===== src/rtl/imem_loader_if.sv =====
// Byte-stream handshake between the host/serial byte source and imem_loader.
interface imem_loader_if;
   logic       in_valid;
   logic [7:0] in_data;
   logic       in_ready;

   modport master (output in_valid, output in_data, input in_ready);
   modport slave  (input in_valid, input in_data, output in_ready);
endinterface


===== src/rtl/imem_loader.sv =====
// Boot-time instruction-memory loader: length-prefixed big-endian word stream -> imem write port.
// Optional trailing checksum byte when IMEM_LOADER_CHECKSUM_EN is defined.
module imem_loader #(
   parameter int unsigned ADDR_W    = 10,
   parameter int unsigned BASE_ADDR = 0
) (
   input  logic              clk,
   input  logic              rst,
   imem_loader_if.slave      bs,
   input  logic              reload,
   output logic              imem_we,
   output logic [ADDR_W-1:0] imem_addr,
   output logic [31:0]       imem_wdata,
   output logic              cpu_rst,
   output logic              load_done,
   output logic              load_err
);

   typedef enum logic [2:0] {
      LEN_HI,
      LEN_LO,
      DATA,
`ifdef IMEM_LOADER_CHECKSUM_EN
      CSUM,
`endif
      DONE,
      ERR
   } state_t;

   localparam logic [ADDR_W-1:0] BASE = ADDR_W'(BASE_ADDR);
   localparam int unsigned       CAP  = 32'd1 << (ADDR_W - 2);

   state_t            state;
   logic [7:0]        len_hi;
   logic [15:0]       words_left;
   logic [1:0]        byte_cnt;
   logic [23:0]       shift;
   logic [ADDR_W-1:0] wr_addr;
   logic              accept;
   logic [15:0]       n_val;

`ifdef IMEM_LOADER_CHECKSUM_EN
   logic [7:0] sum;
   logic [7:0] sum_next;
   always_comb sum_next = sum + bs.in_data;
`endif

   always_comb begin
      bs.in_ready = 1'b0;
      case (state)
         LEN_HI, LEN_LO, DATA: bs.in_ready = 1'b1;
`ifdef IMEM_LOADER_CHECKSUM_EN
         CSUM:                 bs.in_ready = 1'b1;
`endif
         default:              bs.in_ready = 1'b0;
      endcase
   end

   always_comb accept = bs.in_valid && bs.in_ready;
   always_comb n_val  = {len_hi, bs.in_data};

   always_ff @(posedge clk or posedge rst) begin
      if (rst) begin
         state      <= LEN_HI;
         len_hi     <= '0;
         words_left <= '0;
         byte_cnt   <= '0;
         shift      <= '0;
         wr_addr    <= BASE;
         imem_we    <= 1'b0;
         imem_addr  <= BASE;
         imem_wdata <= '0;
         cpu_rst    <= 1'b1;
         load_done  <= 1'b0;
         load_err   <= 1'b0;
`ifdef IMEM_LOADER_CHECKSUM_EN
         sum        <= '0;
`endif
      end else begin
         imem_we <= 1'b0;
`ifdef IMEM_LOADER_CHECKSUM_EN
         if (accept) sum <= sum_next;
`endif
         case (state)
            LEN_HI: if (accept) begin
               len_hi <= bs.in_data;
               state  <= LEN_LO;
            end
            LEN_LO: if (accept) begin
               words_left <= n_val;
               byte_cnt   <= '0;
               if (32'(n_val) > CAP) begin
                  state    <= ERR;
                  load_err <= 1'b1;
               end else if (n_val == 16'd0) begin
`ifdef IMEM_LOADER_CHECKSUM_EN
                  state     <= CSUM;
`else
                  state     <= DONE;
                  load_done <= 1'b1;
`endif
               end else begin
                  state <= DATA;
               end
            end
            DATA: if (accept) begin
               byte_cnt <= byte_cnt + 2'd1;
               shift    <= {shift[15:0], bs.in_data};
               if (byte_cnt == 2'd3) begin
                  imem_we    <= 1'b1;
                  imem_wdata <= {shift, bs.in_data};
                  imem_addr  <= wr_addr;
                  wr_addr    <= wr_addr + ADDR_W'(4);
                  words_left <= words_left - 16'd1;
                  if (words_left == 16'd1) begin
`ifdef IMEM_LOADER_CHECKSUM_EN
                     state     <= CSUM;
`else
                     state     <= DONE;
                     load_done <= 1'b1;
`endif
                  end
               end
            end
`ifdef IMEM_LOADER_CHECKSUM_EN
            CSUM: if (accept) begin
               if (sum_next == 8'h00) begin
                  state     <= DONE;
                  load_done <= 1'b1;
               end else begin
                  state    <= ERR;
                  load_err <= 1'b1;
               end
            end
`endif
            DONE, ERR: begin
               // reload wins over a pending byte: in_ready is already low here
               if (reload) begin
                  state      <= LEN_HI;
                  load_done  <= 1'b0;
                  load_err   <= 1'b0;
                  cpu_rst    <= 1'b1;
                  words_left <= '0;
                  byte_cnt   <= '0;
                  wr_addr    <= BASE;
                  imem_addr  <= BASE;
`ifdef IMEM_LOADER_CHECKSUM_EN
                  sum        <= '0;
`endif
               end else if (state == DONE) begin
                  cpu_rst <= 1'b0;
               end
            end
            default: state <= LEN_HI;
         endcase
      end
   end

endmodule


===== src/flat_wrapper.sv =====
// flat-port wrapper written by rule: the top's interface ports become plain ports
module imem_loader_flat 
#(
   parameter int unsigned ADDR_W    = 10,
   parameter int unsigned BASE_ADDR = 0
)
  (clk, rst, reload, imem_we, imem_addr, imem_wdata, cpu_rst, load_done, load_err, bs_in_valid, bs_in_data, bs_in_ready);
  imem_loader_if bs_i ();
  input  logic clk;
  input  logic rst;
  input  logic reload;
  output logic imem_we;
  output logic [ADDR_W-1:0] imem_addr;
  output logic [31:0] imem_wdata;
  output logic cpu_rst;
  output logic load_done;
  output logic load_err;
  input wire logic [$bits(bs_i.in_valid)-1:0] bs_in_valid;
  input wire logic [$bits(bs_i.in_data)-1:0] bs_in_data;
  output wire logic [$bits(bs_i.in_ready)-1:0] bs_in_ready;
  assign bs_i.in_valid = bs_in_valid;
  assign bs_i.in_data = bs_in_data;
  assign bs_in_ready = bs_i.in_ready;
  imem_loader #(.ADDR_W(ADDR_W), .BASE_ADDR(BASE_ADDR)) u_core (.clk(clk), .rst(rst), .bs(bs_i), .reload(reload), .imem_we(imem_we), .imem_addr(imem_addr), .imem_wdata(imem_wdata), .cpu_rst(cpu_rst), .load_done(load_done), .load_err(load_err));
endmodule

===== config.mk =====
export PLATFORM = sky130hd
export DESIGN_NAME = imem_loader_flat
export DESIGN_NICKNAME = d
export VERILOG_FILES = /design/src/rtl/imem_loader_if.sv /design/src/rtl/imem_loader.sv /design/src/flat_wrapper.sv
export SDC_FILE = /design/constraint.sdc
export NUM_CORES = 1
export LEC_CHECK = 0
export CAP_MARGIN = 20
export CORE_MARGIN = 5
export CORE_UTILIZATION = 50
export DETAILED_ROUTE_END_ITERATION = 6
export GPL_ROUTABILITY_DRIVEN = 0
export HOLD_SLACK_MARGIN = 0.05
export PLACE_DENSITY_LB_ADDON = 0.12
export SYNTH_ARGS = -nofsm -noshare
export SYNTH_HDL_FRONTEND = slang
export SYNTH_SLANG_ARGS = --single-unit

===== constraint.sdc =====
create_clock -name clk -period 3.36 [get_ports clk]
set_input_delay 0.672 -clock clk [delete_from_list [all_inputs] [get_ports clk]]
set_output_delay 0.672 -clock clk [all_outputs]
set_load 0.01 [all_outputs]

# --- After elaboration in Yosys (flattened, before gate mapping) ---
# Cells that the tools add are included.
classes:
  add_sub_neg: 3
  n_lt_le_gt_ge: 1
  n_eq_ne: 15
  muxes: 42
  reduce_logical: 19
ops:
  columns: ["op", "n"]
  rows:
  - ["$mux 16", 4]
  - ["$mux 10", 5]
  - ["$pmux 16 s3", 1]
  - ["$pmux 10 s2", 2]
  - ["$mux 3", 7]
  - ["$eq 16x1->1 const B", 1]
  - ["$gt 16x9->1 const B", 1]
  - ["$logic_not 16->1", 1]
  - ["$mux 1", 16]
  - ["$sub 16x1->16 const B", 1]
  - ["$ne 2x1->1 const B", 7]
  - ["$pmux 3 s4", 1]
  - ["$reduce_and 4->1", 3]
  - ["$add 10x3->10 const B", 1]
  - ["$reduce_and 8->1", 1]
  - ["$eq 3x2->1 const B", 2]
  - ["$mux 2", 3]
  - ["$pmux 2 s3", 1]
  - ["$reduce_and 2->1", 3]
  - ["$reduce_and 6->1", 1]
  - ["$reduce_bool 2->1", 3]
  - ["$reduce_and 5->1", 1]
  - ["$ne 2x2->1 const B", 2]
  - ["$eq 3x1->1 const B", 1]
  - ["other kinds (11)", 11]
word_totals:
  register_bits: 109
  out_inout_bits: 47
  wordCells: 92

# --- Longest topological paths before layout ---
# Gate-level depths: netlist of the first run.
depth:
  depth_word: 6
  mapped_depth: 8
  depth_no_buf: 7

# --- Least setup slack after synthesis of the first run ---
# Ideal clock, no wire load.
synth_path:
  path_kind: "input to register"
  start: "input port bs_in_valid"
  end: "register u_core.words_left[1]"
  setup_ns: 0.133
  arrival_time_ns: 1.854
  t_required_ns: 3.227
  slack_ns: 1.373
  path_stages: 7
  path_buffers: 2
  cell_sequence: "nor4bb_1 buf_2 nand2_2 o211a_2 buf_1 a211oi_1 a21oi_1"
synth_between:
  elab_chain_len: 3
  elab_cells_between_ends: 4
  classes_between: "eq/ne (2); reduce/logical (2)"
synth_rtl:
  columns: ["item", "line", "source"]
  rows:
  - ["start, declared", "flat_wrapper.sv:18", "input wire logic [$bits(bs_i.in_valid)-1:0] bs_in_valid;"]
  - ["$logic_and 1x1->1 (*)", "imem_loader.sv:59", "always_comb accept = bs.in_valid && bs.in_ready;"]
  - ["$ne 2x1->1 (no line)", null, null]
  - ["$reduce_and 5->1 (no line) (*)", null, null]
  - ["end signal, assigned", "imem_loader.sv:90", "words_left <= n_val;"]
  - ["end signal, assigned", "imem_loader.sv:114", "words_left <= words_left - 16'd1;"]
  - ["end, declared", "imem_loader.sv:35", "logic [15:0] words_left;"]
# Every way passes the cells marked *; elsewhere a longest branch is shown, timed or not.
# A chain may end at the register's enable or synchronous reset.

# --- Worst setup path in the final report of the first run ---
layout_path:
  start: "input port bs_in_valid"
  end: "register u_core.words_left[14]"
# The elaborated chain is that of the path after synthesis.

==> impl_metrics.csv, run 1 <==
group,metric,value,unit
yosys,synth-simple-area-share,19.1,%
sta,fin_setup_tns,0,ns
setup_path,critPathTopFamily,"buffers and inverters",
sta,setup_viol,0,
worst_hold_path,hp-start,"u_core.imem_addr[7]",
cts,cts_resized,0,
yosys,ys.warnings.count,0,
detailed_routing,drt_iter0_drc,251,
pwr,pwr_density_cell,587,nW/um^2
layout,multi_input_area,1900,um^2
setup_path,reg2reg_depth,6,
setup_path,rr_endpoint,"u_core.words_left[14]",
pwr,p_leak,0.00265,uW
layout,fill_cells,823,
grt,groute.usage.overall,19.6,%
yosys,syn-cell-area,4710,um^2
yosys,syn_nets,487,
setup_path,end_kind,"flip-flop",
yosys,synthDistinctLibCells,50,
floorplan,die_x,107,um
yosys,synth_top_area_share,55.8,%
detailed_routing,drtAntennaViolNets,0,
layout,syn2layout_area_growth,19.1,%
yosys,synthAdderAreaFrac,1.06,%
sta,fin_crit_sh,83.9,%
yosys,synth_edf_count,0,
setup_path,cp.required,3.60,ns
cts,cts.sinks,106,
grt,grt_max_degree,107,
cts,cts_buffers,9,
sta,finalHoldViolCount,0,
job,drv_cap,0,
setup_path,max_stage_delay,0.60,ns
placement,port_buffers,58,
sta,rsz0062_at_grt,"false",
worst_hold_path,min_path_type,"reg2reg",
floorplan,ios,59,
floorplan,core_area,9200,um^2
layout,diodes,0,
yosys,synth_top_area_cell,"dfrtp_1",
floorplan,die_y,107,um
detailed_routing,finalWirelength,10600,um
pwr,irDropWorstVdd,0.275,mV
layout,finalInstanceArea,5600,um^2
sta,fmax,0.355,GHz
setup_path,crit_path_top_delay_cell,"clkdlybuf4s50_1",
cts,clock_latency,0.36,ns
setup_path,worstPathArrival,3.06,ns
yosys,synth_xor_area_share,1.12,%
setup_path,r2r-start,"u_core.state[2]",
detailed_routing,routedWlPerCell,16.5,um
cts,post-cts-setup-buffers,0,
cts,clockBufferDepth,2,
setup_path,crit_chain,"clkdlybuf4s50_1, nor4bb_4, buf_4, nand2_2, o211ai_1, o21ai_0, o2bb2ai_1",
cts,cts_htree_levels,3,
sta,clock_skew,0.0125,ns
cts,cts_root_buffer,"clkbuf_8",
yosys,synthArstFlopShare,100,%
grt,grt_pass1_vias,3662,
setup_path,cp_max_fo,27,
setup_path,crit_type,"in2reg",
sta,slew_violations,0,
yosys,synth_compound_area_share,10.8,%
detailed_routing,via_per_inst,5.64,
yosys,synth_top_family_by_area,"simple AND/OR/NAND/NOR gates",
yosys,synth-seq-cells,106,
layout,layout-drive-gt1-share,11.9,%
layout,regArea,2650,um^2
grt,antenna_found_initial,0,
layout,final_nets,542,
grt,overflow,0,
yosys,synthMuxAreaShare,8.14,%
worst_hold_path,hold_path_depth,2,
floorplan,rows,35,
detailed_routing,drt_pass1_iterations,4,
yosys,synth_ff_type,"dfrtp_1",
setup_path,cp.buffers_inverters,2,
detailed_routing,remaining_drc_errors,0,
yosys,yosysSeqAreaShare,56.4,%
cts,cts_tree,"yes",
sta,layout_min_cycle_time,2.82,ns
placement,placed_area,5420,um^2
floorplan,dieArea,11500,um^2
cts,cts_hold_buf,0,
placement,place_hpwl,7220,um
detailed_routing,num_vias,3618,
sta,worst_pin_slew,0.927,ns
floorplan,start_util,51.2,%
yosys,synth_cells,471,
yosys,ys_top_cells_by_area,"dfrtp_1 (56%), nand2_1 (10%), mux2_2 (6.2%), o21ai_1 (2.6%), nor2_1 (2.3%)",
sta,relSlewSlack,38.2,%
worst_hold_path,hold_end,"u_core.imem_addr[7]",
setup_path,reg2reg_slack,0.81,ns
run_status,status,"completed",
grt,grt_pass1_wl,18100,um
yosys,syn_avg_cell_area,9.99,um^2
setup_path,start_kind,"input port",
cts,cts.clk_slew.worst_paths,0.10,ns
metal layers:
| metal | GRT usage (%) | routed length [um] |
|---|---|---|
| met1 | 27.4 | 4880 |
| met3 | 3.97 | 550 |
| met5 | 0 | 0 |
| met2 | 31.3 | 5040 |
| met4 | 5.39 | 99 |
final cells by class:
class,instances,share of cell area (%)
inverters,13,0.938
repair buffers,68,12.1
clock inverters,6,0.871
multi-input cells,328,34.0
flip-flops and latches,106,47.4
clock buffers,10,2.28
well taps,111,2.48
synthesized netlist by cell type, drive strengths merged (2+ instances only):
master,n
o2bb2ai,2
clkbuf,15
a31o,2
a22o,2
nand4,2
nand2,126
nor4bb,2
nor3,7
nor2,29
o21ai,29
and3,3
inv,13
buf,9
a32oi,6
a21oi,19
ha,4
nor4,6
o211ai,2
nand2b,2
nor3b,3
a211oi,2
a22oi,6
nand3,15
dfrtp,105
or4,3
a31oi,5
mux2,34
and2,2
xnor2,5
per-stage QoR:
| stage | setup slack (ns) | cells | hold slack (ns) | power (uW) | util, % |
|---|---|---|---|---|---|
| 3_3_place_gp | 0.263 | 625 | 0.445 | 2540 | 59.0 |
| 2_1_floorplan | 1.37 | 471 | 0.432 | 2290 | - |
| 3_5_place_dp | 0.179 | 625 | 0.455 | 2570 | 59.0 |
| 5_1_grt | 0.377 | 642 | 0.504 | 3490 | 60.9 |
| 6_report | 0.542 | 642 | 0.472 | 3290 | 60.9 |
| 4_1_cts | 0.551 | 641 | 0.478 | 3290 | 60.9 |
power breakdown:
part           leakage (uW)  total [uW]  switching, uW  internal [uW]
Sequential          0.00142        1730            257           1470
Combinational       0.00115         825            463            362
Clock             0.0000795         732            455            277
cells in the final DEF, fill, tap and decap left out, drive strengths merged, types with 6 or more instances in the layout:
| cell | synthesis | routed |
|---|---|---|
| a21oi | 19 | 19 |
| a22oi | 6 | 6 |
| a32oi | 6 | 6 |
| buf | 9 | 9 |
| clkbuf | 15 | 11 |
| clkdlybuf4s50 | 0 | 58 |
| dfrtp | 105 | 105 |
| inv | 13 | 14 |
| mux2 | 34 | 34 |
| nand2 | 126 | 126 |
| nand3 | 15 | 15 |
| nor2 | 29 | 29 |
| nor3 | 7 | 7 |
| nor4 | 6 | 6 |
| o21ai | 29 | 29 |
flip-flops by register name, summed over array words and instances (netlist names), 2 cells and up:
name and count:
u_core.byte_cnt 2, u_core.imem_addr 9, u_core.imem_wdata 32, u_core.len_hi 8, u_core.shift 24, u_core.state 3, u_core.words_left 16, u_core.wr_addr 8
worst register-to-register path, stage by stage, from the launching register on:
cell,delay (ns)
dfrtp_1,0.63
nor4bb_4,0.37
buf_4,0.38
nand2_2,0.30
o211ai_1,0.39
o21ai_0,0.19
o2bb2ai_1,0.16
logic make-up after synthesis:
| kind of cell | count (synthesis) |
|---|---|
| compound gates | 81 |
| xor+xnor | 6 |
| fa+ha+maj | 4 |
| buf+inv | 37 |
| flops | 106 |
| mux | 34 |
| simple gates | 203 |
how the worst max path moves through the flow:
stage | from | to | cells past startpoint
2_1_floorplan | bs_in_valid | u_core.words_left[1] | 7
3_3_place_gp | bs_in_valid | u_core.words_left[14] | 7
3_5_place_dp | bs_in_valid | u_core.words_left[14] | 7
4_1_cts | bs_in_valid | u_core.words_left[14] | 7
5_1_grt | bs_in_valid | u_core.words_left[14] | 7
6_report | bs_in_valid | u_core.words_left[14] | 7
(Power assumes the default switching activity.)
==> run 2: changes to the inputs <==
--- a/config.mk
+++ b/config.mk
@@ -7,7 +7,7 @@
 export LEC_CHECK = 0
 export CAP_MARGIN = 20
 export CORE_MARGIN = 5
-export CORE_UTILIZATION = 50
+export CORE_UTILIZATION = 55
 export DETAILED_ROUTE_END_ITERATION = 6
 export GPL_ROUTABILITY_DRIVEN = 0
 export HOLD_SLACK_MARGIN = 0.05
==> constraint.sdc (replaced) <==
create_clock -name clk -period 3 [get_ports clk]
set_input_delay 0.6 -clock clk [delete_from_list [all_inputs] [get_ports clk]]
set_output_delay 0.6 -clock clk [all_outputs]
set_load 0.01 [all_outputs]
==> run 2 against run 1 <==
- non-clock buffer count rose by 3
- clock-buffer cell count rose by 1
- flip-flop and latch count did not move
- first-iteration DRC count rose by 7.6%
- register-to-register slack got worse by 0.10 ns
- global-route usage rose by 0.84 points
- critical path depth fell by 5
- total power rose by 11%
- combinational power rose by 9.8%
- worst setup slack improved by 0.13 ns
- final cell count fell by 0.47%
- highest routed layer unchanged
==> impl_metrics.csv, run 2 (synthesized netlist as in run 1, its figures left out) <==
group,metric,value,unit
run_status,status,"completed",
sta,relSlewSlack,42.4,%
detailed_routing,via_per_inst,5.65,
placement,place_hpwl,7060,um
sta,finalHoldViolCount,0,
grt,grt-busiest-layer,"met2",
grt,grt_pass1_wl,17000,um
cts,cts_buffers,9,
layout,final_nets,545,
layout,reg_top3,"u_core.imem_wdata (32), u_core.shift (24), u_core.words_left (16)",
setup_path,crit_type,"reg2out",
job,drv_cap,0,
sta,fin_crit_sh,77.7,%
setup_path,reg2reg_depth,5,
cts,cts_tree,"yes",
cts,post-cts-setup-buffers,0,
layout,largest_reg_flops,32,
grt,grtUsageMet3,3.59,%
sta,layout_min_cycle_time,2.33,ns
setup_path,start_kind,"flip-flop",
cts,cts.clk_slew.worst_paths,0.10,ns
layout,syn2layout_area_growth,19.6,%
detailed_routing,routedWlPerCell,15.9,um
sta,fmax,0.429,GHz
layout,final_common_cell,"nand2_1",
setup_path,r2r-start,"u_core.state[2]",
placement,placed_area,5450,um^2
cts,clock_latency,0.36,ns
floorplan,start_util,57.0,%
grt,overflow,0,
sta,setup_viol,0,
setup_path,endpoint,"bs_in_ready",
floorplan,ios,59,
placement,port_buffers,58,
floorplan,core_area,8260,um^2
detailed_routing,drt_iter0_drc,270,
setup_path,end_kind,"output port",
setup_path,reg2reg_slack,0.71,ns
pwr,irDropWorstVdd,0.441,mV
sta,worst_pin_slew,0.856,ns
grt,grt_max_degree,60,
setup_path,cp_max_fo,20,
grt,groute.usage.overall,20.5,%
detailed_routing,finalWirelength,10100,um
setup_path,worstPathArrival,1.73,ns
setup_path,cp-startpoint,"u_core.state[2]",
sta,slew_violations,0,
layout,layout-drive-gt1-share,12.5,%
pwr,pwr_density_cell,648,nW/um^2
setup_path,rr_endpoint,"u_core.wr_addr[9]",
layout,largest-register,"u_core.imem_wdata",
placement,dp_slack,0.314,ns
sta,fin_hold_ws,0.468,ns
grt,grt_pass1_vias,3566,
layout,final_cell_mix,"nand2_1 (125), dfrtp_1 (105), clkdlybuf4s50_1 (58)",
sta,rsz0062_at_grt,"false",
cts,cts_htree_levels,3,
sta,setup_ws,0.669,ns
detailed_routing,num_vias,3611,
detailed_routing,drtAntennaViolNets,0,
cts,clockBufferDepth,2,
sta,fin_setup_tns,0,ns
floorplan,die_y,103,um
layout,fin_cells,639,
cts,cts.sinks,106,
placement,dpl.cell_count,623,
cts,cts_root_buffer,"clkbuf_8",
grt,gr-usage-met1,28.9,%
worst_hold_path,min_path_type,"reg2reg",
grt,antenna_found_initial,0,
floorplan,rows,33,
detailed_routing,remaining_drc_errors,0,
setup_path,cp.required,2.40,ns
sta,clock_skew,0.00836,ns
detailed_routing,drt_pass1_iterations,4,
floorplan,die_x,103,um
layout,finalInstanceArea,5630,um^2
pwr,p_leak,0.00268,uW
cts,cts_hold_buf,0,
cts,cts_resized,0,
layout,diodes,0,
grt,use_met2,32.1,%
floorplan,dieArea,10500,um^2
## run 2: cell type report
cell class | instances | area, um^2
clock inverter | 5 | 37.5
sequential | 106 | 2650
timing repair buffer | 71 | 703
tap | 105 | 131
inverter | 13 | 52.6
multi-input combinational | 328 | 1910
clock buffer | 11 | 141
fill | 647 | 2630
## run 2: layer usage
| metal | up-vias | share of wire [%] |
|---|---|---|
| met2 | 105 | 47 |
| met3 | 14 | 4.7 |
| li1 | 1726 | - |
| met1 | 1766 | 47 |
| met4 | 0 | 1.5 |
| met5 | - | 0 |
## run 2: power breakdown
| part | switching [uW] | internal [uW] |
|---|---|---|
| clock | 484 | 332 |
| combinational | 503 | 403 |
| sequential | 277 | 1650 |
## run 2: how the worst min path moves through the flow
stage	slack [ns]	cells past startpoint	from	endpoint
5_1_grt	0.50	2	u_core.shift[23]	u_core.imem_wdata[31]
3_5_place_dp	0.45	2	u_core.shift[23]	u_core.imem_wdata[31]
6_report	0.47	2	u_core.shift[23]	u_core.imem_wdata[31]
4_1_cts	0.47	2	u_core.shift[23]	u_core.imem_wdata[31]
2_1_floorplan	0.43	2	u_core.shift[18]	u_core.imem_wdata[26]
3_3_place_gp	0.45	2	u_core.shift[21]	u_core.imem_wdata[29]
## run 2: metrics by stage
stage	utilization [%]	power, uW
2_1_floorplan	-	2570
4_1_cts	68.2	3660
3_5_place_dp	66.0	2860
6_report	68.2	3650
5_1_grt	68.2	3870
3_3_place_gp	66.0	2820
## run 2: critical path: stages, from the launching register on
cell and delay, ns:
dfrtp_1 0.61, a21oi_1 0.21, clkdlybuf4s50_1 0.55
==> run 3: changes to the inputs <==
==> constraint.sdc (replaced) <==
create_clock -name clk -period 2.3 [get_ports clk]
set_input_delay 0.46 -clock clk [delete_from_list [all_inputs] [get_ports clk]]
set_output_delay 0.46 -clock clk [all_outputs]
set_load 0.01 [all_outputs]
==> run 3 against run 2 <==
- combinational power up 55%
- critical endpoint unchanged
- clock-buffer cell count down 1
- critical path type unchanged
- register-to-register slack worse by 0.55 ns
- clock skew up 0.0066 ns
- worst setup slack worse by 0.56 ns
- wire length up 7.6%
- first-iteration DRC count down 3.7%
- non-clock buffer count up 25
- worst hold slack worse by 0.012 ns
- die area unchanged
- sequential share of layout area down 1.7 points
- sequential power up 30%
==> impl_metrics.csv, run 3 (synthesized netlist as in run 1, its figures left out) <==
group,metric,value,unit
run_status,status,"completed",
layout,reg_top3,"u_core.imem_wdata (32), u_core.shift (24), u_core.words_left (16)",
sta,rsz0062_at_grt,"false",
detailed_routing,wl_met2,5180,um
setup_path,cp-startpoint,"u_core.state[1]",
sta,fin_crit_sh,95.1,%
setup_path,critPathTopFamily,"flip-flops",
cts,cts_hold_buf,0,
detailed_routing,highest_layer,"met4",
placement,dpl.cell_count,648,
placement,port_buffers,58,
pwr,irDropWorstVdd,0.487,mV
floorplan,ios,59,
layout,largest-register,"u_core.imem_wdata",
detailed_routing,drtAntennaViolNets,0,
setup_path,start_kind,"flip-flop",
grt,grt_pass1_wl,18100,um
floorplan,rows,33,
layout,final_nets,570,
grt,grt_pass1_vias,3742,
cts,clockBufferDepth,2,
pwr,combPwrFrac,28.1,%
sta,relSlewSlack,59.2,%
pwr,switching_share,35.5,%
pwr,p_int,3210,uW
placement,place_hpwl,7710,um
grt,overflow,0,
pwr,total_power,4980,uW
floorplan,dieArea,10500,um^2
detailed_routing,drt_pass1_iterations,5,
floorplan,die_y,103,um
setup_path,crit_path_top_delay_cell,"dfrtp_1",
setup_path,crit_chain,"a21oi_1, clkdlybuf4s50_1",
floorplan,start_util,57.0,%
sta,fmax,0.457,GHz
cts,cts_buffers,9,
setup_path,r2r-start,"u_core.len_hi[3]",
layout,final_cell_mix,"nand2_1 (125), dfrtp_1 (104), clkdlybuf4s50_1 (58)",
layout,largest_reg_flops,32,
sta,finalHoldViolCount,0,
setup_path,worstPathArrival,1.73,ns
layout,final_common_cell,"nand2_1",
cts,cts.clk_slew.worst_paths,0.11,ns
detailed_routing,drt-met1-wl,4920,um
detailed_routing,num_vias,3727,
pwr,switching_power,1770,uW
layout,final_core_util,70.7,%
layout,fill_cells,647,
sta,worst_pin_slew,0.613,ns
detailed_routing,routedWlPerCell,16.4,um
worst_hold_path,min_path_type,"in2async",
setup_path,end_kind,"output port",
layout,layout-drive-gt1-share,16.8,%
cts,cts.sinks,106,
setup_path,cp_max_fo,17,
layout,diodes,0,
grt,groute.usage.overall,22.1,%
setup_path,cp.buffers_inverters,1,
cts,cts_htree_levels,3,
sta,slew_violations,0,
detailed_routing,wl_met3,616,um
floorplan,core_area,8260,um^2
detailed_routing,finalWirelength,10900,um
layout,syn2layout_area_growth,24.1,%
sta,clock_skew,0.0150,ns
pwr,p_leak,0.00280,uW
pwr,pwr_density_cell,852,nW/um^2
sta,layout_min_cycle_time,2.19,ns
setup_path,max_stage_delay,0.59,ns
detailed_routing,remaining_drc_errors,0,
sta,setup_viol,0,
grt,antenna_found_initial,0,
setup_path,crit_type,"reg2out",
cts,cts_root_buffer,"clkbuf_8",
detailed_routing,drt_iter0_drc,260,
cts,clock_latency,0.37,ns
job,drv_cap,0,
pwr,power_frac_clock,21.6,%
cts,cts_tree,"yes",
detailed_routing,via_per_inst,5.61,
grt,grt_max_degree,60,
setup_path,cp.required,1.84,ns
floorplan,die_x,103,um
pwr,pwr-share-seq,50.3,%
layout,fin_cells,664,
-- run 3: cell count changes in the layout (fill, tap and decap cells not counted), sizes merged --
| cell | before | now |
|---|---|---|
| buf | 13 | 38 |
| clkbuf | 11 | 10 |
| inv | 14 | 12 |
| clkinv | 2 | 5 |
-- run 3: worst paths after layout --
path	end	slack [ns]	cells after the start
min in group clk	u_core.imem_wdata[30]	0.47	2
setup reg to reg	u_core.state[2]	0.16	5
max in group asynchronous	u_core.shift[16]	1.19	3
setup / recovery	bs_in_ready	0.11	2
hold reg to reg	u_core.imem_wdata[30]	0.47	2
hold / removal	u_core.words_left[8]	0.46	2
-- run 3: area by class of cell --
type | instances | area [um^2] | share of cell area (%)
timing repair buffer | 96 | 903 | 15.5
inverter | 13 | 52.6 | 0.900
clock buffer | 10 | 128 | 2.19
tap | 105 | 131 | 2.25
sequential | 106 | 2660 | 45.5
multi-input combinational | 328 | 1910 | 32.8
clock inverter | 6 | 55.1 | 0.943
-- run 3: power groups by stage --
stage,Combinational (uW),Clock [uW],Sequential (uW)
2_1_floorplan,962,0,2390
3_3_place_gp,1340,0,2500
3_5_place_dp,1390,0,2520
4_1_cts,1390,1100,2490
5_1_grt,1560,1170,2540
6_report,1400,1070,2500
-- run 3: stage by stage --
step	cell area (um^2)	hold WS (ns)	setup slack [ns]	TNS, ns
3_5_place_dp	5650	0.455	-0.00595	-0.00595
3_3_place_gp	5650	0.450	-0.0259	-0.0259
4_1_cts	5830	0.457	0.0537	0
6_report	5840	0.456	0.113	0
2_1_floorplan	4710	0.432	0.316	0
5_1_grt	5840	0.488	0.0416	0
-- run 3: timing repair --
item,in CTS,in global routing
resized for setup,0,2
setup buffers,0,0
endpoints found under the setup margin,0,7
-- run 3: layer usage --
layer / GRT usage [%] / vias up
li1: - / 1785
met4: 8.38 / 0
met3: 3.38 / 16
met2: 35.0 / 107
met5: 0 / -
met1: 31.0 / 1819
==> RTL edit 1, RTL diff (settings of run 1) <==
The option `IMEM_LOADER_CHECKSUM_EN` is turned on by a define.
--- a/src/rtl/imem_loader.sv
+++ b/src/rtl/imem_loader.sv
@@ -1,5 +1,7 @@
 // Boot-time instruction-memory loader: length-prefixed big-endian word stream -> imem write port.
 // Optional trailing checksum byte when IMEM_LOADER_CHECKSUM_EN is defined.
+`define IMEM_LOADER_CHECKSUM_EN
+
 module imem_loader #(
    parameter int unsigned ADDR_W    = 10,
    parameter int unsigned BASE_ADDR = 0
Behaviour: not the same (Yosys sat finds a counterexample within 4 cycles, from zero or initial values and one cycle with rst high).
==> RTL edit 1 against run 1 <==
Setup slack got worse by 0.19 ns. Design area rose by 17%. Largest cell class unchanged. Sequential cell count grew 7. Highest routed layer unchanged. Sequential power grew 5%. Global-route usage increased by 0.48 points. Wire length up 15%. Area after synthesis increased by 11%. Total power grew 41%. Die area grew 9.8%. Critical path type unchanged. Cell count is 14% higher.
==> RTL edit 1: results (changes against run 1) <==
metric;value;unit;change
cts_htree_levels;4;;+1
peakVddDrop;0.408;mV;+48%
grt_pass1_wl;20.4;mm;+13%
p_sw;1.55;mW;+32%
cts_buffers;17;;+8
dp.cells;703;;+12%
syn_avg_cell_area;10.0;sq um;about the same
wl_met2;5.84;mm;+16%
grt_max_degree;114;;+6.5%
grtUsageMet3;4.74;%;+0.77 points
post-place-ws;-0.154;ns;-0.332 ns
track_usage;20.1;%;+0.48 points
grtUsageMet1;27.2;%;-0.19 points
outcome;complete, no violations;;
port_buffers;56;;-3.4%
synthTopCellsByCount;nand2_1 (126), dfrtp_1 (112), nor2_1 (36);;
met1_length;5.35;mm;+9.6%
final_layout_size_suffix_gt1_share;15.2;%;+3.4 points
p_leak;3.08;nW;+16%
slowest_delay;0.49;ns;-0.11 ns
routed_wl;12.2;mm;+15%
synth_area_leaders;dfrtp_1 (54%), nand2_1 (9.1%), mux2_2 (7.1%), o21ai_0 (3.2%), a21oi_1 (2.8%);;
placedInstanceArea;5980;sq um;+10%
synth.distinct_cells;59;;+18%
grtUsageMet2;31.8;%;+0.53 points
place_hpwl;7.96;mm;+10%
viasPerCell;5.64;;about the same
drtIter0Drc;224;;-11%
critPathMaxFanout;3;;-89%
relSlewSlack;42.1;%;+3.9 points
nNetsFinal;610;;+13%
grt_pass1_vias;4076;;+11%
RTL edit 1: cell count changes after synthesis, sizes merged, moves of 7 or more:
cell,delta
a21oi,+10
dfrtp,+7
ha,+7
nand3,-12
nor2,+8
o21ai,+8
RTL edit 1: worst paths after layout:
kind	from	to	slack, ns	cells after the start
max in group asynchronous	rst	u_core.shift[23]	2.23	3
setup / recovery	bs_in_data[0]	u_core.state[0]	0.35	9
setup reg to reg	u_core.sum[0]	u_core.state[0]	0.69	8
hold / removal	u_core.imem_wdata[16]	u_core.imem_wdata[16]	0.47	2
hold reg to reg	u_core.imem_wdata[16]	u_core.imem_wdata[16]	0.47	2
min in group asynchronous	rst	u_core.imem_wdata[3]	0.68	3
RTL edit 1: logic make-up (layout without fill, tap and decap cells):
| logic type | count (synthesis) | count (layout) | synth area share, % |
|---|---|---|---|
| AO/OA/AOI/OAI | 107 | 107 | 12.7 |
| XOR/XNOR | 11 | 11 | 1.85 |
| multiplexers | 33 | 33 | 7.12 |
| adder cells (fa/ha/maj) | 12 | 12 | 3.02 |
| AND/OR/NAND/NOR | 209 | 209 | 18.1 |
| flip-flops | 113 | 113 | 54.2 |
| other | 1 | 2 | 0.0719 |
| buffers and inverters | 36 | 111 | 3.00 |
RTL edit 1: layout make-up:
cell class,instances,area [sq um]
flip-flops and latches,113,2830
clock inverters,12,111
clock buffers,19,442
multi-input cells,374,2250
well taps,136,170
fillers,828,3700
repair buffers,72,693
inverters,8,33.8
RTL edit 1: power by group through the flow:
stage | sequential [mW] | combinational [mW] | clock (mW)
floorplan | 1.74 | 0.907 | 0
global placement | 1.82 | 1.14 | 0
detailed placement | 1.83 | 1.18 | 0
CTS | 1.81 | 1.19 | 1.68
global route | 1.84 | 1.32 | 1.74
finish | 1.82 | 1.19 | 1.64
==> RTL edit 2, RTL diff (settings of run 1) <==
Without the edit above. The 5 states of `state_t` get a one-hot encoding in 5 bits.
--- a/src/rtl/imem_loader.sv
+++ b/src/rtl/imem_loader.sv
@@ -16,15 +16,15 @@
    output logic              load_err
 );
 
-   typedef enum logic [2:0] {
-      LEN_HI,
-      LEN_LO,
-      DATA,
+   typedef enum logic [4:0] {
+      LEN_HI = 5'b00001,
+      LEN_LO = 5'b00010,
+      DATA   = 5'b00100,
 `ifdef IMEM_LOADER_CHECKSUM_EN
       CSUM,
 `endif
-      DONE,
-      ERR
+      DONE   = 5'b01000,
+      ERR    = 5'b10000
    } state_t;
 
    localparam logic [ADDR_W-1:0] BASE = ADDR_W'(BASE_ADDR);
Formal check against the unedited RTL: no difference found for any inputs over 10 cycles, from zero or initial values and one cycle with rst high; not proved beyond that.
==> RTL edit 2 against run 1 <==
Wire length about the same. Clock power decreased by 2%. Total power increased by 3.4%. Sequential cell count increased by 1. Design area increased by 5.5%. Synthesized cell count decreased by 9.1%. Cell count decreased by 3.7%. Area after synthesis increased by 7.2%. Setup slack improved by 0.081 ns.
==> RTL edit 2: results (changes against run 1) <==
metric;value;unit;change
grt_pass1_wl;18.1;mm;+0.19%
final_layout_size_suffix_gt1_share;25.2;%;+13 points
fin_skew;0.0122;ns;-0.000308 ns
crit_family;flip-flops;;
yosysMostFrequentCell;dfrtp_1;;
synth_area_leaders;dfrtp_1 (52%), mux2_2 (13%), o21ai_2 (3.5%), a21oi_1 (2.4%), nor2_1 (1.9%);;
holdPathEnd;u_core.imem_addr[2];;
cts_buffers;9;;unchanged
port_buffers;56;;-3.4%
drtIter0Drc;177;;-29%
cts_htree_levels;3;;unchanged
peakVddDrop;0.341;mV;+24%
ys_seq_area_share;53.1;%;-3.3 points
place_hpwl;7.34;mm;+1.6%
r2r_cells;6;;unchanged
critPathMaxFanout;20;;-26%
slowest_delay;0.62;ns;+0.02 ns
cp_slowest_cell;dfrtp_1;;
post_synth_inst_count;428;;-9.1%
critPathArrivalTime;2.06;ns;-1.00 ns
nNetsFinal;498;;-8.1%
synth.distinct_cells;64;;+28%
post-place-ws;0.484;ns;+0.305 ns
hold_path_class;flop to flop;;
nFillCells;893;;+8.5%
root_buffer;clkbuf_8;;
worstSkewPairLatency;0.37;ns;
reg.largest.list;u_core.imem_wdata: 32 flops, u_core.shift: 24 flops, u_core.words_left: 16 flops;;
outcome;complete, no violations;;
synthTopCellsByCount;dfrtp_1 (105), mux2_2 (60), nor2_1 (26);;
cts_buffer_depth;2;;unchanged
min_from;u_core.imem_addr[2];;
min_path_cells;2;;unchanged
placedInstanceArea;5750;sq um;+6.0%
rrSetupSlack;0.95;ns;+0.14 ns
num_vias;3541;;-2.1%
p_leak;2.65;nW;+0.20%
grt_max_degree;45;;-58%
yosysWarnings;0;;unchanged
hold_slack;0.485;ns;+0.0133 ns
relSlewSlack;45.0;%;+6.8 points
first_pass_iters;4;;unchanged
antenna_found_initial;0;;unchanged
ctsResizeCount;0;;unchanged
stdcell_count;618;;-3.7%
routed_wl;10.6;mm;about the same
rr_endpoint;u_core.words_left[7];;
dp.cells;604;;-3.4%
antenna_cells;0;;unchanged
track_usage;17.9;%;-1.7 points
==> RTL edit 2: worst max path at each step <==
| stage | slack (ns) | cells past startpoint | endpoint | startpoint |
|---|---|---|---|---|
| after detailed placement | 0.48 | 7 | u_core.words_left[12] | reload |
| after CTS | 0.60 | 3 | bs_in_ready | u_core.state[4] |
| after global placement | 0.51 | 7 | u_core.words_left[13] | reload |
| after global routing | 0.52 | 3 | bs_in_ready | u_core.state[4] |
| after floorplan | 1.33 | 6 | u_core.words_left[11] | reload |
| final | 0.62 | 3 | bs_in_ready | u_core.state[4] |
==> RTL edit 2: cell type report <==
class	instances	area, sq um	area share, %
clock buffers	10	128	2.16
multi-input cells	288	2200	37.2
repair buffers	67	668	11.3
clock inverters	4	36.3	0.614
flip-flops and latches	107	2680	45.3
inverters	9	37.5	0.635
well taps	133	166	2.81
==> RTL edit 2: cell families after synthesis <==
family,count (synthesis),synth area share (%)
AOI/OAI and AO/OA,104,14.7
xor gates and xnor gates,4,0.694
adders and majority gates,4,0.992
buffers and inverters,34,3.64
DFF,107,53.1
muxes,65,14.5
other,1,0.0743
and+or+nand+nor,109,12.3
==> RTL edit 2: report_power, final <==
part           internal [mW]  switching [mW]
Combinational          0.449           0.509
Clock                  0.273           0.445
Sequential              1.47           0.252
==> RTL edit 2: layer usage <==
layer	GRT usage, %	vias to the layer above	wire length, microns
met5	0	-	0
met4	5.25	0	143
met3	4.38	13	585
met2	28.8	77	5080
met1	24.2	1779	4770
li1	-	1672	-
==> RTL edit 2: worst min-delay path, cell delays in order (launching register included) <==
cell and delay, ns:
dfrtp_1 0.36, nand2_1 0.04, o21ai_0 0.06
